<file path="config.mk">
export PLATFORM = sky130hd
export DESIGN_NAME = mc_controller
export DESIGN_NICKNAME = d
export VERILOG_FILES = /design/src/rtl/mc_controller.sv
export SDC_FILE = /design/constraint.sdc
export NUM_CORES = 1
export LEC_CHECK = 0
export ABC_AREA = 1
export ABC_CLOCK_PERIOD_IN_PS = 2600
export CORE_MARGIN = 1
export CORE_UTILIZATION = 40
export DETAILED_ROUTE_END_ITERATION = 7
export PLACE_DENSITY = 0.81
export SLEW_MARGIN = 30
export SYNTH_ARGS = -nofsm -noshare
export SYNTH_HDL_FRONTEND = slang
export SYNTH_SLANG_ARGS = --single-unit
</file>
<file path="constraint.sdc">
create_clock -name clk -period 2.6 [get_ports clk]
set_input_delay 0.39 -clock clk [delete_from_list [all_inputs] [get_ports clk]]
set_output_delay 0.39 -clock clk [all_outputs]
set_load 0.02 [all_outputs]
</file>
<file path="src/rtl/mc_controller.sv">
// Multicycle MIPS-32 control unit: Moore FSM driving the datapath selects and strobes.
// Reset parks the machine in FETCH with all write strobes held low.
module mc_controller (
    input  logic       clk,
    input  logic       reset,
    input  logic [5:0] opcode,
    input  logic [5:0] funct,
    input  logic       zero,
    output logic       iord,
    output logic       memwrite,
    output logic       irwrite,
    output logic       regdst,
    output logic       memtoreg,
    output logic       regwrite,
    output logic       alusrca,
    output logic [1:0] alusrcb,
    output logic [1:0] pcsrc,
    output logic       pcen,
    output logic [2:0] alucontrol,
    output logic [3:0] state
);

    typedef enum logic [3:0] {
        FETCH   = 4'd0,
        DECODE  = 4'd1,
        MEMADR  = 4'd2,
        MEMRD   = 4'd3,
        MEMWB   = 4'd4,
        MEMWR   = 4'd5,
        RTEXE   = 4'd6,
        ALUWB   = 4'd7,
        BRANCH  = 4'd8,
        ADDIEXE = 4'd9,
        ADDIWB  = 4'd10,
        JUMP    = 4'd11
    } state_t;

    localparam logic [5:0] OP_RTYPE = 6'b000000;
    localparam logic [5:0] OP_LW    = 6'b100011;
    localparam logic [5:0] OP_SW    = 6'b101011;
    localparam logic [5:0] OP_BEQ   = 6'b000100;
    localparam logic [5:0] OP_ADDI  = 6'b001000;
    localparam logic [5:0] OP_J     = 6'b000010;

    state_t curState;
    state_t nextState;
    logic       functLegal;
    logic [2:0] functAlu;

    // An illegal funct sends the R-type back to FETCH instead of executing.
    always_comb begin
        functLegal = 1'b1;
        functAlu   = 3'b010;
        case (funct)
            6'b100000: functAlu = 3'b010;
            6'b100010: functAlu = 3'b110;
            6'b100100: functAlu = 3'b000;
            6'b100101: functAlu = 3'b001;
            6'b101010: functAlu = 3'b111;
            6'b000000: functAlu = 3'b100;
            6'b000010: functAlu = 3'b101;
            default:   functLegal = 1'b0;
        endcase
    end

    always_ff @(posedge clk) begin
        if (reset)
            curState <= FETCH;
        else
            curState <= nextState;
    end

    always_comb begin
        nextState = FETCH;
        case (curState)
            FETCH:  nextState = DECODE;
            DECODE: begin
                case (opcode)
                    OP_LW, OP_SW: nextState = MEMADR;
                    OP_RTYPE:     nextState = functLegal ? RTEXE : FETCH;
                    OP_BEQ:       nextState = BRANCH;
                    OP_ADDI:      nextState = ADDIEXE;
                    OP_J:         nextState = JUMP;
                    default:      nextState = FETCH;
                endcase
            end
            MEMADR:  nextState = (opcode == OP_LW) ? MEMRD : MEMWR;
            MEMRD:   nextState = MEMWB;
            RTEXE:   nextState = ALUWB;
            ADDIEXE: nextState = ADDIWB;
            default: nextState = FETCH;
        endcase
    end

    // Moore outputs; zero only reaches pcen in BRANCH so beq is the sole conditional PC write.
    always_comb begin
        iord       = 1'b0;
        memwrite   = 1'b0;
        irwrite    = 1'b0;
        regdst     = 1'b0;
        memtoreg   = 1'b0;
        regwrite   = 1'b0;
        alusrca    = 1'b0;
        alusrcb    = 2'b00;
        pcsrc      = 2'b00;
        pcen       = 1'b0;
        alucontrol = 3'b010;
        if (reset) begin
            alusrcb = 2'b01;
        end else begin
            case (curState)
                FETCH: begin
                    irwrite = 1'b1;
                    pcen    = 1'b1;
                    alusrcb = 2'b01;
                end
                DECODE: alusrcb = 2'b11;
                MEMADR, ADDIEXE: begin
                    alusrca = 1'b1;
                    alusrcb = 2'b10;
                end
                MEMRD: iord = 1'b1;
                MEMWB: begin
                    regwrite = 1'b1;
                    memtoreg = 1'b1;
                end
                MEMWR: begin
                    iord     = 1'b1;
                    memwrite = 1'b1;
                end
                RTEXE: begin
                    alusrca    = 1'b1;
                    alucontrol = functAlu;
                end
                ALUWB: begin
                    regwrite = 1'b1;
                    regdst   = 1'b1;
                end
                ADDIWB: regwrite = 1'b1;
                BRANCH: begin
                    alusrca    = 1'b1;
                    alucontrol = 3'b110;
                    pcsrc      = 2'b01;
                    pcen       = zero;
                end
                JUMP: begin
                    pcsrc = 2'b10;
                    pcen  = 1'b1;
                end
                default: ;
            endcase
        end
    end

    assign state = curState;

endmodule

</file>
Word level (Yosys, flattened, before mapping). Cells that the tools add are included. Widths: inputs -> output; s select.

Muxes and demuxes: 28. Eq/ne operators: 22. Reductions and logical operators: 10.

Operators by type and width (count): $eq 6x6->1 const B (7); $pmux 4 s6 (1); $pmux 4 s5 (1); $pmux 3 s6 (1); $eq 4x3->1 const B (4); $eq 4x4->1 const B (4); $mux 1 (16); $eq 6x2->1 const B (2); $logic_not 6->1 (2); $mux 3 (3); $eq 4x2->1 const B (2); $reduce_or 2->1 (4); $reduce_or 7->1 (1); $eq 6x3->1 const B (1); $eq 6x4->1 const B (1); $pmux 2 s3 (1); $pmux 3 s2 (1); $eq 4x1->1 const B (1); $logic_not 4->1 (1); $mux 2 (2); $pmux 2 s2 (1); $reduce_or 4->1 (1); $reduce_or 3->1 (1); $pmux 1 s2 (1).

Word-level logic and storage cells: 61. Bits of input ports: 15. Bits in registers: 4. Output and inout port bits: 19.

Longest topological paths before layout. Gate-level depths: netlist of the first run.

Word-level depth: 6. Mapped depth: 9. Depth with buffers taken out: 9.

Worst setup path before layout of the first run. No wires, ideal clock.

Path type: flip-flop to output port. Start: register curState[1], in the netlist state[1]. End: output alusrca. Cell stages (with the launch flop): 9. Data required time: 2.210 ns. Data arrival time: 1.333 ns. Slack: 0.877 ns. Buffers on the path: 0. Cells stage by stage: dfxtp_1 -> inv_2 -> nor2_2 -> inv_2 -> nor2_4 -> inv_2 -> o21ai_2 -> nor2_1 -> a21oi_1.

Word-level cells in the longest chain between the ends: 4. Elaborated cells on any way between the ends: 7. Those cells by class: eq/ne: 4; mux: 2; reduce/logical: 1.

RTL lines: start, declared (RTL line 45) `state_t curState;`; start signal, assigned (RTL line 70) `curState <= nextState;`; $eq 4x4->1, or another cell as far along (RTL line 111) `case (curState)`; $reduce_or 4->1 (no line) *; $mux 1 * (RTL line 111); $mux 1 * (RTL line 108) `if (reset) begin`; end, declared (RTL line 15) `output logic alusrca,`.

Every way passes the cells marked *; elsewhere a longest branch is shown, timed or not.

Final worst setup path of the first run.
Start: register curState[3], in the netlist state[3]. End: output alusrca.

Same word-level chain as after synthesis.

==> results.ini, run 1 <==
[status]
outcome = finished, final reports clean

[clocking]
h-tree-depth = 1
cts_tree = done
postCtsHoldBufs = 0
cts-root-buf = clkbuf_4
cts_buffer_depth = 2
clk-insertion-delay-late_ns = 0.24
ctsResizeCount = 0
cts.clk_slew.worst_paths_ns = 0.04
clock_sinks = 4
cts_buffers = 3
cts_setup_buffers = 0

[detailed_routing]
drt-vias-per-instance = 5.08
antenna_left = 0
wl_per_cell_um = 10.2
dr.pass1.iters = 4
totalWireLength_mm = 1.75
drc_errors = 0
detail_route.iter0.violations = 19
vias = 874

[sta]
hold_viol_final = 0
clock.fmax_mhz = 430
rsz0062_at_grt = false
slew_violations = 0
setup_violations = 0
tns_ns = 0
slew-limit-headroom = 0.793
max_slew.worst_pin.slew_ns = 0.309
period_share = 0.895
finClkSkew_ns = 0.00300
fin_crit_ns = 2.33

[worst_setup_path]
crit_arrival_ns = 1.94
cp-startpoint = state[3]
end_kind = primary output
worstPathMaxFanout = 4
reg2reg_from = state[0]
critical_path_required_ns = 2.21
startpoint_type = flop
critical_path_class = flop to primary output

[place]
port_buffers = 33
hpwl_mm = 1.46
placed_cells = 169
place.gp.congestion = 0.825

[die]
rows = 13
ios = 34
die_y_um = 41.3
die_area_um2 = 1710
initial_core_util = 0.452
floorplan.core_area_um2 = 1370
die_w_um = 41.3

[cells_and_area]
most-common-layout-cells = 30 x clkdlybuf4s50_1, 27 x nor2_1, 22 x nand2_1
drive_gt1_frac = 0.134
stdcell_count = 172
nNetsFinal = 174
layout_commonest_cell = clkdlybuf4s50_1
diodes = 0
largest_register_ffs = 4
syn_to_final_growth_pct = 60.5

[yosys]
yosysTopAreaCell = nor2_1
synth_seq_area_share = 0.130
synthCells = 122
synth-seq-cells = 4
synth_top_area_frac = 0.170
ys_warn_count = 0
netlist_top_cells_area = nor2_1 17%, nand2_1 13%, dfxtp_1 13%, inv_1 12%, nor2_2 6.1%
synth.distinct_cells = 21
synth_nets = 137
mappedNetlistArea_um2 = 618
postSynthAreaPerCell_um2 = 5.07

[power]
power_mw = 0.228
power_density_nw_per_um2 = 230
vdd_ir_drop_max_mv = 0.267
leakage_nw = 0.460

[global_routing]
grt_overflow = 0
grt_start_max_net_pins = 18
grt_pass1_wl_mm = 2.84
antenna_found_initial = 0
first_global_vias = 713
grt.total_usage = 0.252

[worst_hold_path]
min_from = state[0]
hp-class = flop to flop

[job]
drv_cap = 0

-- cell type report --
cell class / instances / area (um2)
Clock buffer: 3 / 22.5
Fill cell: 135 / 374
Inverter: 26 / 97.6
Multi-Input combinational cell: 90 / 428
Sequential cell: 4 / 80.1
Tap cell: 15 / 18.8
Timing Repair Buffer: 34 / 345
-- synth_stat cells --
master	count
inv_1	19
nor2_2	6
a21oi_2	1
o31ai_1	1
nor2_1	28
o21ai_0	5
inv_2	7
nand4_1	4
nor3_1	2
nor2_4	1
o21ai_2	1
o21ai_1	1
clkbuf_1	1
nand3_1	6
nor4_1	1
a21oi_1	6
nand2_1	22
a31oi_1	4
a21boi_1	1
buf_6	1
dfxtp_1	4
-- worst paths after layout --
kind | to | slack [ns] | depth (start not counted)
worst max-delay path | alusrca | 0.27 | 6
worst min-delay path | state[0] | 0.69 | 3
worst min register to register | state[0] | 0.69 | 3
worst max register to register | state[3] | 1.36 | 6
-- where the power goes --
group	total (mW)	internal [mW]	leakage [nW]	switching, mW
combinational	0.0838	0.0398	0.414	0.0440
clock	0.0782	0.0517	0.0138	0.0265
sequential	0.0660	0.0634	0.0326	0.00267
-- cells by family (layout without fill, tap and decap cells) --
logic type      after synthesis  in the layout  synth area share
compound gates               20             20             0.190
simple gates                 70             70             0.498
flops                         4              4             0.130
buf+inv                      28             63             0.182
-- routing by layer --
layer,GRT usage,routed length [um],part of all wire,vias to the layer above
met5,0,0,0,-
met4,0.0484,0,0,0
met3,0.0532,109,0.062,0
met2,0.465,843,0.48,33
met1,0.297,799,0.46,376
li1,-,-,-,465
-- stage by stage --
stage	hold slack [ns]	cell area (um2)	util	setup slack, ns
after CTS	0.680	982	0.719	0.0529
after global placement	0.681	960	0.702	0.104
after floorplan	0.568	618	-	0.877
final	0.690	992	0.726	0.272
after detailed placement	0.671	960	0.702	0.0550
after global routing	0.743	992	0.726	0.144
-- worst max-delay path, stage by stage (launching register included) --
cell	delay (ns)
dfxtp_1	0.33
nor2_1	0.28
inv_2	0.09
nor2_2	0.18
nor2_1	0.08
a21oi_1	0.13
clkdlybuf4s50_1	0.62
Note: power is estimated with default switching activity, not from simulation.
==> run 2: changes to the inputs <==
CORE_UTILIZATION = 31   (was 40)
PLACE_DENSITY = 0.65   (was 0.81)
==> results.ini, run 2 (synthesis gave the netlist of run 1 again) <==
[sta]
period_share = 0.936
rsz0062_at_grt = false
hold_viol_final = 0
finClkSkew_ns = 0.0130
setup_violations = 0
slew-limit-headroom = 0.795
fin_crit_ns = 2.43
clock.fmax_mhz = 411
tns_ns = 0
layout_setup_ws_ns = 0.166
max_slew.worst_pin.slew_ns = 0.307
holdWs_ns = 0.735
slew_violations = 0

[detailed_routing]
dr.pass1.iters = 4
detail_route.iter0.violations = 17
antenna_left = 0
totalWireLength_mm = 1.65
drc_errors = 0
wl_per_cell_um = 9.06
drt-vias-per-instance = 4.65
vias = 846

[die]
die_w_um = 46.7
initial_core_util = 0.343
die_y_um = 46.7
rows = 15
ios = 34
die_area_um2 = 2180
floorplan.core_area_um2 = 1800

[worst_setup_path]
reg2reg_to = state[1]
r2r_slack_ns = 1.38
critical_path_class = primary input to primary output
startpoint_type = primary input
worstPathMaxFanout = 3
critical_path_required_ns = 2.21
reg2regPathDepth = 5
cp-startpoint = funct[2]
crit_arrival_ns = 2.04
end_kind = primary output
crit_path_end = alucontrol[0]
reg2reg_from = state[2]

[power]
leakage_nw = 0.441
vdd_ir_drop_max_mv = 0.325
power_density_nw_per_um2 = 228

[place]
place.gp.congestion = 0.819
port_buffers = 33
place_ws_ns = 0.0499
placed_cells = 179
hpwl_mm = 1.43
placed_area_um2 = 972

[clocking]
cts_buffers = 3
cts_buffer_depth = 2
h-tree-depth = 1
postCtsHoldBufs = 0
cts-root-buf = clkbuf_4
cts.clk_slew.worst_paths_ns = 0.03
cts_tree = done
clk-insertion-delay-late_ns = 0.24
clock_sinks = 4

[global_routing]
first_global_vias = 696
grt_overflow = 0
grt_pass1_wl_mm = 2.68
antenna_found_initial = 0
grt.total_usage = 0.168
grt_start_max_net_pins = 18

[cells_and_area]
most-common-layout-cells = 31 x clkdlybuf4s50_1, 27 x nor2_1, 22 x nand2_1
layout_commonest_cell = clkdlybuf4s50_1
multi_input_area_um2 = 428
seq_area_um2 = 80.1
nFillCells = 195
largest_register_ffs = 4
syn_to_final_growth_pct = 62.1
diodes = 0
stdcell_count = 182
nNetsFinal = 174
drive_gt1_frac = 0.134
finalInstanceArea_um2 = 1000

[job]
drv_cap = 0

[worst_hold_path]
min_from = state[0]
hp-class = flop to flop

[status]
outcome = finished, final reports clean

==> run 2: worst min path at each step <==
stage / endpoint / slack [ns] / cells past startpoint
2_1_floorplan: state[1] / 0.57 / 2
3_3_place_gp: state[0] / 0.71 / 3
3_5_place_dp: state[0] / 0.71 / 3
4_1_cts: state[0] / 0.72 / 3
5_1_grt: state[2] / 0.82 / 6
6_report: state[0] / 0.74 / 3
==> run 2: where the power goes <==
part           internal (mW)  switching (mW)
sequential            0.0633         0.00278
combinational         0.0398          0.0427
clock                 0.0518          0.0281
==> run 2: critical path, cell delays in order <==
cell and delay [ns]:
clkdlybuf4s50_1 0.48, nor2_2 0.15, nand2_1 0.08, o31ai_1 0.22, o21ai_1 0.09, inv_1 0.05
clkdlybuf4s50_1 0.59
==> run 2: timing repair <==
action,in CTS,in global routing
gates resized for setup,0,3
setup endpoints to repair,0,3
buffers inserted,0,0
==> run 2: layout make-up <==
type	instances	area share
inverter	26	0.0974
multi-input combinational	90	0.427
sequential	4	0.0799
timing repair buffer	34	0.342
clock buffer	3	0.0225
tap	25	0.0312
==> run 2: metrics by stage <==
| step | utilization | total power [mW] |
|---|---|---|
| final | 0.556 | 0.229 |
| after CTS | 0.552 | 0.231 |
| after floorplan | - | 0.107 |
| after detailed placement | 0.540 | 0.149 |
| after global routing | 0.556 | 0.246 |
| after global placement | 0.540 | 0.149 |
==> run 2: metal layers <==
| layer | part of all wire | vias up | wire (um) | GRT usage |
|---|---|---|---|---|
| li1 | - | 458 | - | - |
| met1 | 0.49 | 357 | 807 | 0.222 |
| met2 | 0.44 | 31 | 727 | 0.286 |
| met3 | 0.069 | 0 | 114 | 0.0471 |
| met4 | 0 | 0 | 0 | 0 |
| met5 | 0 | - | 0 | 0 |
